--- config.mk ---
export PLATFORM = sky130hd
export DESIGN_NAME = mem_refill_unit
export DESIGN_NICKNAME = d
export VERILOG_FILES = /design/src/rtl/mem_refill_unit.sv
export SDC_FILE = /design/constraint.sdc
export NUM_CORES = 1
export LEC_CHECK = 0
export ABC_AREA = 1
export ABC_CLOCK_PERIOD_IN_PS = 2790
export BUFFER_PORTS_ARGS = -buffer_cell sky130_fd_sc_hd__buf_2
export CAP_MARGIN = 15
export CORE_UTILIZATION = 53
export CTS_CLUSTER_DIAMETER = 200
export CTS_CLUSTER_SIZE = 16
export DETAILED_ROUTE_END_ITERATION = 12
export GPL_TIMING_DRIVEN = 1
export PLACE_DENSITY = 0.9
export SYNTH_ARGS = -nofsm -noshare
export SYNTH_HDL_FRONTEND = slang
export SYNTH_SLANG_ARGS = --single-unit
--- constraint.sdc ---
create_clock -name clk_i -period 2.79 [get_ports clk_i]
set_clock_uncertainty 0.1 [all_clocks]
set_input_delay 0.558 -clock clk_i [delete_from_list [all_inputs] [get_ports clk_i]]
set_output_delay 0.558 -clock clk_i [all_outputs]
set_load 0.02 [all_outputs]
--- src/rtl/mem_refill_unit.sv ---
// mem_refill_unit: refills a cache line word-by-word from main memory and issues write-through stores
// Ports:
//   clk_i, rst_ni              clock (rising edge), asynchronous active-low reset
//   refill_req_i, wt_req_i     level requests from the cache controller (refill wins when both are high)
//   req_addr_i, wt_data_i      access byte address and write-through data, latched when a request is taken
//   mem_req_o/mem_we_o         memory request (held until mem_ack_i) and direction (1 = write)
//   mem_addr_o, mem_wdata_o    word-aligned memory address and write data
//   mem_ack_i, mem_rdata_i     one-cycle acknowledge with same-cycle read data
//   fill_we_o/fill_idx_o/fill_data_o  data-array write of one refilled word
//   tag_we_o                   tag/valid update once the whole line has arrived
//   busy_o                     high whenever not idle
//   Data_ReadyM_o, Data_Ready_o  one-cycle completion pulses for refill and write-through
// Build option: CRITICAL_WORD_FIRST_EN starts the refill at the requested word and wraps.
module mem_refill_unit #(
    parameter int ADDR_W         = 32,
    parameter int DATA_W         = 32,
    parameter int WORDS_PER_LINE = 4
) (
    input  logic                              clk_i,
    input  logic                              rst_ni,
    input  logic                              refill_req_i,
    input  logic                              wt_req_i,
    input  logic [ADDR_W-1:0]                 req_addr_i,
    input  logic [DATA_W-1:0]                 wt_data_i,
    output logic                              mem_req_o,
    output logic                              mem_we_o,
    output logic [ADDR_W-1:0]                 mem_addr_o,
    output logic [DATA_W-1:0]                 mem_wdata_o,
    input  logic                              mem_ack_i,
    input  logic [DATA_W-1:0]                 mem_rdata_i,
    output logic                              fill_we_o,
    output logic [$clog2(WORDS_PER_LINE)-1:0] fill_idx_o,
    output logic [DATA_W-1:0]                 fill_data_o,
    output logic                              tag_we_o,
    output logic                              busy_o,
    output logic                              Data_ReadyM_o,
    output logic                              Data_Ready_o
);
    localparam int IW = $clog2(WORDS_PER_LINE);
    localparam int LW = IW + 2;

    typedef enum logic [2:0] {IDLE, FILL, FDONE, WT, WDONE} state_t;

    state_t              state_q, state_d;
    logic [IW-1:0]       idx_q, idx_d, cnt_q, cnt_d, idx_nx, start;
    logic [ADDR_W-LW-1:0] line_q, line_d;
    logic                mem_req_q, mem_req_d, mem_we_q, mem_we_d;
    logic [ADDR_W-1:0]   mem_addr_q, mem_addr_d;
    logic [DATA_W-1:0]   mem_wdata_q, mem_wdata_d, fill_data_q, fill_data_d;
    logic                fill_we_q, fill_we_d, tag_we_q, tag_we_d, busy_q, busy_d;
    logic [IW-1:0]       fill_idx_q, fill_idx_d;
    logic                drm_q, drm_d, dr_q, dr_d;
    logic                unused_byte_bits;

    assign unused_byte_bits = ^req_addr_i[1:0];
    assign idx_nx = idx_q + 1'b1;

`ifdef CRITICAL_WORD_FIRST_EN
    assign start = req_addr_i[LW-1:2];
`else
    assign start = '0;
`endif

    // Every output is computed one cycle ahead from the next state so all of them come straight from flops.
    always_comb begin
        state_d     = state_q;
        idx_d       = idx_q;
        cnt_d       = cnt_q;
        line_d      = line_q;
        mem_req_d   = 1'b0;
        mem_we_d    = 1'b0;
        mem_addr_d  = mem_addr_q;
        mem_wdata_d = mem_wdata_q;
        fill_we_d   = 1'b0;
        fill_idx_d  = fill_idx_q;
        fill_data_d = fill_data_q;
        tag_we_d    = 1'b0;
        drm_d       = 1'b0;
        dr_d        = 1'b0;
        case (state_q)
            IDLE: begin
                if (refill_req_i) begin
                    state_d    = FILL;
                    line_d     = req_addr_i[ADDR_W-1:LW];
                    idx_d      = start;
                    cnt_d      = '0;
                    mem_req_d  = 1'b1;
                    mem_addr_d = {req_addr_i[ADDR_W-1:LW], start, 2'b00};
                end else if (wt_req_i) begin
                    state_d     = WT;
                    mem_req_d   = 1'b1;
                    mem_we_d    = 1'b1;
                    mem_addr_d  = {req_addr_i[ADDR_W-1:2], 2'b00};
                    mem_wdata_d = wt_data_i;
                end
            end
            FILL: begin
                mem_req_d = 1'b1;
                if (mem_ack_i) begin
                    fill_we_d   = 1'b1;
                    fill_idx_d  = idx_q;
                    fill_data_d = mem_rdata_i;
                    idx_d       = idx_nx;
                    cnt_d       = cnt_q + 1'b1;
                    mem_addr_d  = {line_q, idx_nx, 2'b00};
                    // Word count is tracked apart from idx because idx may start mid-line and wrap.
                    if (cnt_q == IW'(WORDS_PER_LINE - 1)) begin
                        state_d   = FDONE;
                        mem_req_d = 1'b0;
                        tag_we_d  = 1'b1;
                        drm_d     = 1'b1;
                    end
                end
            end
            WT: begin
                mem_req_d = 1'b1;
                mem_we_d  = 1'b1;
                if (mem_ack_i) begin
                    state_d   = WDONE;
                    mem_req_d = 1'b0;
                    mem_we_d  = 1'b0;
                    dr_d      = 1'b1;
                end
            end
            default: state_d = IDLE;
        endcase
        busy_d = (state_d != IDLE);
    end

    always_ff @(posedge clk_i or negedge rst_ni) begin
        if (!rst_ni) begin
            state_q     <= IDLE;
            idx_q       <= '0;
            cnt_q       <= '0;
            line_q      <= '0;
            mem_req_q   <= 1'b0;
            mem_we_q    <= 1'b0;
            mem_addr_q  <= '0;
            mem_wdata_q <= '0;
            fill_we_q   <= 1'b0;
            fill_idx_q  <= '0;
            fill_data_q <= '0;
            tag_we_q    <= 1'b0;
            busy_q      <= 1'b0;
            drm_q       <= 1'b0;
            dr_q        <= 1'b0;
        end else begin
            state_q     <= state_d;
            idx_q       <= idx_d;
            cnt_q       <= cnt_d;
            line_q      <= line_d;
            mem_req_q   <= mem_req_d;
            mem_we_q    <= mem_we_d;
            mem_addr_q  <= mem_addr_d;
            mem_wdata_q <= mem_wdata_d;
            fill_we_q   <= fill_we_d;
            fill_idx_q  <= fill_idx_d;
            fill_data_q <= fill_data_d;
            tag_we_q    <= tag_we_d;
            busy_q      <= busy_d;
            drm_q       <= drm_d;
            dr_q        <= dr_d;
        end
    end

    assign mem_req_o     = mem_req_q;
    assign mem_we_o      = mem_we_q;
    assign mem_addr_o    = mem_addr_q;
    assign mem_wdata_o   = mem_wdata_q;
    assign fill_we_o     = fill_we_q;
    assign fill_idx_o    = fill_idx_q;
    assign fill_data_o   = fill_data_q;
    assign tag_we_o      = tag_we_q;
    assign busy_o        = busy_q;
    assign Data_ReadyM_o = drm_q;
    assign Data_Ready_o  = dr_q;
endmodule

==> results of run 1 <==
## worst min-delay path, stage by stage
cell	delay, ns
buf_2	0.07
nand2_1	0.04
nand2_1	0.04
## layout by cell type, fill, tap and decap left out, types with 2 or more instances in the layout
cell type and instances:
clkbuf_16 16, o21ai_0 63, clkinvlp_4 4, nor3_1 2, buf_2 200, conb_1 2, nand3_1 37, buf_4 9
clkinv_4 3, dfrtp_1 137, inv_6 2, nand2_1 285, a21oi_1 13, clkbuf_8 2, buf_12 2, nor2_1 23
inv_1 73, bufinv_16 3
## worst max path at each step
| stage | to | cells past startpoint |
|---|---|---|
| after floorplan | fill_data_o[11] | 6 |
| after global placement | cnt_q[1] | 8 |
| after detailed placement | idx_q[0] | 7 |
| after CTS | idx_q[0] | 7 |
| after global routing | idx_q[0] | 7 |
| final | idx_q[0] | 7 |
## through the flow
step / setup WS [ns] / util / cells / total power [mW] / hold slack (ns)
after global placement: 0.812 / 0.655 / 990 / 7.20 / 0.356
after CTS: 0.708 / 0.714 / 1023 / 9.64 / 0.114
after detailed placement: 0.721 / 0.655 / 990 / 7.36 / 0.363
after global routing: 0.531 / 0.714 / 1023 / 10.3 / 0.128
after floorplan: 1.34 / - / 680 / 6.09 / 0.162
final: 0.727 / 0.714 / 1023 / 9.56 / 0.136
## sequential cells by signal, indices dropped and copies added, names as in the netlist, 2 cells and up
name	count
fill_idx_o	2
mem_addr_o	30
idx_q	2
line_q	28
mem_wdata_o	32
fill_data_o	32
cnt_q	2
state_q	3
## layout make-up
| type | instances | area [um^2] | area share |
|---|---|---|---|
| clock buffers | 19 | 432 | 0.0583 |
| clock inverters | 13 | 169 | 0.0228 |
| inverters | 73 | 274 | 0.0370 |
| multi-input cells | 432 | 1800 | 0.244 |
| flip-flops and latches | 137 | 3430 | 0.463 |
| well taps | 136 | 170 | 0.0230 |
| repair buffers | 213 | 1130 | 0.153 |
## what timing repair did
item,4_1_cts,5_1_grt
endpoints found under the hold margin,61,0
hold buffers,1,0
endpoints found under the setup margin,0,0
resized for setup,0,0
## metal layers
metal	global-route usage	routed length (um)
met5	0	0
met1	0.299	5470
met4	0.100	259
met2	0.428	6570
met3	0.0581	721
## power by group through the flow
stage,logic [mW],registers [mW],clock network [mW]
after floorplan,1.83,4.26,0
after global placement,3.82,3.38,0
after detailed placement,3.93,3.42,0
after CTS,3.95,3.41,2.28
after global routing,4.39,3.52,2.37
final,3.91,3.41,2.24
## logic make-up (layout without fill, tap and decap cells)
kind of cell             after synthesis  count (layout)  synth area share
AND/OR/NAND/NOR                      352             352             0.243
flip-flops                           137             137             0.600
buffers and inverters                111             318            0.0864
AO/OA/AOI/OAI                         77              77            0.0678
adder cells (fa/ha/maj)                1               1           0.00219
other                                  1               2          0.000656
==> metrics.txt, run 1 <==
count leader, synth=nand2_1; first-pass GRT wire length=21.5 mm; ys async rst share=1.00; CP delay by family, top=buffers and inverters; H-tree lvl count=4; Power Density=1290 nW/um^2; # setup viols final=0; All-Layer GR Usage=0.248; worst r2r src=state_q[0]; Worst-Skew Late Latency=0.51 ns; Post-route DRC=0; Synth top cells by count=nand2_1, dfrtp_1, inv_1; worst endpoint data arrival time=2.38 ns; Leakage=4.36 nW; most frequent CP cell=buf_4; initial antenna violation count=0; area of the die=11200 um^2; CP startpoint=state_q[0]; CTS tree=yes; vias in the first global route=4696; Crit Path Class=flop to flop; Distinct cells, synth=19; clock root cell=clkbuf_8; Hold Startpoint=mem_rdata_i[6]; top cell type's share of synthesized area=0.600; Fin. Hold Viols=0; Die W=106 um; P_int=5.59 mW; NetSw=3.96 mW; Filler cells=830; Setup Fix Bufs, Post-CTS=0; Slew Limit Fails=0; cells taking the most area after synthesis=dfrtp_1, nand2_1, o21ai_0; total CTS buffers=17; Synth area leader=dfrtp_1; VDD IR max=around 0.76 mV; period utilization=0.739; Max-Slew Margin vs Limit=0.535; Syn Inst Count=between 600 and 700; Main synth FF type=dfrtp_1; sequential share of power=0.357; NumNets Final=976; crit path time final=2.06 ns; hold path depth=3; reg2reg setup slack=0.73 ns; Placeable Area=10400 um^2; post-synthesis sequential area ratio=0.600; largest net degree at the start of global routing=69; Buf+Inv Stages, Crit Path=3; syn_area_per_cell=about 8.4 um^2; final instance area=7410 um^2; Worst Setup End Kind=flop; Clock Tree Buf Depth=2; number of synthesized register bits=137; buffers added on ports=201; final WL=approximately 13 mm; CP max stage cell=buf_4; placed instance area=6800 um^2; I/O Pins=206; unrepaired setup endpoints after global routing=no; Die Y=106 um; Starting Density=0.551; sw frac=0.415; proportion of layout cells with a drive suffix above 1=0.278; worst-path cell chain=inv_1, nor3_4, buf_4, nand2_2, buf_4, nand2_1, o21ai_0; number of synthesis warnings=0; worst min-delay path category=input pin to flop; Hold EP=fill_data_o[6]; worst-path fanout max=68; drt wl/cell=12.7 um; grt ovf=0; Tightest Pin Transition=~0.7 ns; Clk pin slew, worst setup/hold paths=0.06 ns; Comb pwr share=0.409; DRT iter0 DRCs=around 260; status=completed; CP Launch Type=flop; area delta synth->final=29.5%; Max stage delay on crit path=0.56 ns; Crit Reg-Reg Endpoint=idx_q[0]; gpl congestion=0.776; TNS Setup=0 ns; FF-to-FF path depth=7; Vias=between 4000 and 5000; Post-synth EDFFs=0; Row Count=37; Vias/cell=4.79; clock share of power=0.235; number of detailed-route iterations in the first pass=4; post-synthesis cell area=roughly 5700 um^2; final HPWL from detailed placement=8.81 mm; Critical Path RT=just over 3 ns; Peak Freq=0.485 GHz; Max Cap Viol=0; Routed Antenna Nets=0; clock sinks=137; n_diodes=0
Note: power is estimated with default switching activity, not from simulation.
==> inputs of run 2 (changes only) <==
--- a/config.mk
+++ b/config.mk
@@ -6,15 +6,15 @@
 export NUM_CORES = 1
 export LEC_CHECK = 0
 export ABC_AREA = 1
-export ABC_CLOCK_PERIOD_IN_PS = 2790
+export ABC_CLOCK_PERIOD_IN_PS = 2000
 export BUFFER_PORTS_ARGS = -buffer_cell sky130_fd_sc_hd__buf_2
 export CAP_MARGIN = 15
-export CORE_UTILIZATION = 53
+export CORE_UTILIZATION = 50
 export CTS_CLUSTER_DIAMETER = 200
 export CTS_CLUSTER_SIZE = 16
 export DETAILED_ROUTE_END_ITERATION = 12
 export GPL_TIMING_DRIVEN = 1
-export PLACE_DENSITY = 0.9
+export PLACE_DENSITY = 0.85
 export SYNTH_ARGS = -nofsm -noshare
 export SYNTH_HDL_FRONTEND = slang
 export SYNTH_SLANG_ARGS = --single-unit
==> constraint.sdc (replaced) <==
create_clock -name clk_i -period 2 [get_ports clk_i]
set_clock_uncertainty 0.1 [all_clocks]
set_input_delay 0.4 -clock clk_i [delete_from_list [all_inputs] [get_ports clk_i]]
set_output_delay 0.4 -clock clk_i [all_outputs]
set_load 0.02 [all_outputs]
==> run 2 against run 1 <==
Compared with the run above:
- sequential cell count unchanged
- die area increased by 5.9%
- non-clock buffer count increased by 2
- largest power group unchanged
- final area increased by 1.7%
- critical path depth decreased by 1
- highest routed layer unchanged
==> metrics.txt, run 2 (synthesis gave the netlist of run 1 again) <==
crit path time final=1.79 ns; H-tree lvl count=4; Peak Freq=0.558 GHz; Critical Path RT=2.22 ns; Filler cells=862; NumNets Final=978; total CTS buffers=17; final HPWL from detailed placement=8.81 mm; Slew Limit Fails=0; Non-Filler Instances=1029; gpl congestion=0.782; worst r2r src=state_q[0]; CP Launch Type=flop; proportion of layout cells with a drive suffix above 1=0.278; DP Cell Count=996; Clock Tree Buf Depth=2; Final Core Density=0.686; vias in the first global route=4630; drt wl/cell=12.8 um; grt ovf=0; TNS Setup=0 ns; first-pass GRT wire length=21.3 mm; Setup Fix Bufs, Post-CTS=0; Max-Slew Margin vs Limit=0.542; hold path depth=3; Vias/cell=4.75; buffers added on ports=201; Hold EP=fill_data_o[9]; dpl ws=0.219 ns; CTS tree=yes; Post-route DRC=0; area of the die=between 10000 and 15000 um^2; Clk pin slew, worst setup/hold paths=~0.06 ns; placed instance area=6850 um^2; Worst-Skew Late Latency=0.41 ns; Die W=109 um; # setup viols final=0; All-Layer GR Usage=0.237; Tot Pwr=13.8 mW; Vias=4884; unrepaired setup endpoints after global routing=no; Placeable Area=11000 um^2; Leakage=4.43 nW; Hold Startpoint=mem_rdata_i[9]; status=completed; final WL=13.2 mm; Crit Reg-Reg Endpoint=idx_q[0]; Routed Antenna Nets=0; worst min-delay path category=input pin to flop; Crit Path Class=flop to flop; I/O Pins=206; area delta synth->final=31.8%; leading cell types in the layout, fill and taps excluded=nand2_1, buf_2, dfrtp_1; Final WS setup=0.206 ns; Tightest Pin Transition=0.687 ns; largest net degree at the start of global routing=69; initial antenna violation count=0; VDD IR max=1.04 mV; Hold WS=0.0885 ns; final instance area=7530 um^2; Row Count=38; clock root cell=clkbuf_16; number of detailed-route iterations in the first pass=4; Starting Density=0.521; Power Density=between 1500 and 2000 nW/um^2; worst endpoint data arrival time=2.01 ns; clock sinks=137; FF-to-FF path depth=6; period utilization=0.897; worst-path fanout max=68; Die Y=109 um; DRT iter0 DRCs=263; most common cell after layout, fill and taps aside=nand2_1; n_diodes=0; reg2reg setup slack=0.21 ns; Fin. Hold Viols=0; Worst Setup End Kind=flop; Max Cap Viol=0
[run 2: worst max-delay path by stage]
stage	from	to	slack, ns	cells after the start
after floorplan	state_q[2]	fill_data_o[11]	0.55	6
after global placement	mem_ack_i	cnt_q[1]	0.24	6
after detailed placement	state_q[0]	cnt_q[0]	0.22	7
after CTS	state_q[0]	idx_q[0]	0.18	6
after global routing	state_q[0]	idx_q[0]	0.02	6
final	state_q[0]	idx_q[0]	0.21	6
[run 2: area by class of cell]
cell class	count	area (um^2)	area share
Clock inverter	11	219	0.0291
Inverter	73	274	0.0364
Sequential cell	137	3430	0.455
Timing Repair Buffer	215	1180	0.157
Multi-Input combinational cell	432	1800	0.239
Clock buffer	21	450	0.0598
Tap cell	140	175	0.0233
[run 2: repair_timing]
| action | in CTS | in global routing |
|---|---|---|
| endpoints found under the hold margin | 41 | 0 |
| resized for setup | 0 | 0 |
| hold buffers | 1 | 0 |
[run 2: critical path: stages (launching register included)]
cell,delay (ns)
dfrtp_1,0.39
inv_1,0.11
nor3_4,0.05
nand2_2,0.07
buf_4,0.54
nand2_1,0.22
o21ai_0,0.22
[run 2: per-layer routing]
layer | up-vias | routed length (um) | GRT usage | part of all wire
li1 | 2466 | - | - | -
met1 | 2236 | 5590 | 0.290 | 0.42
met2 | 161 | 6600 | 0.397 | 0.50
met3 | 21 | 775 | 0.0598 | 0.059
met4 | 0 | 252 | 0.101 | 0.019
met5 | - | 0 | 0 | 0
[run 2: power breakdown]
part / internal, mW / total [mW] / switching [mW]
Clock: 2.38 / 3.52 / 1.14
Combinational: 1.85 / 5.56 / 3.71
Sequential: 4.09 / 4.76 / 0.667
Total: 8.31 / 13.8 / 5.52
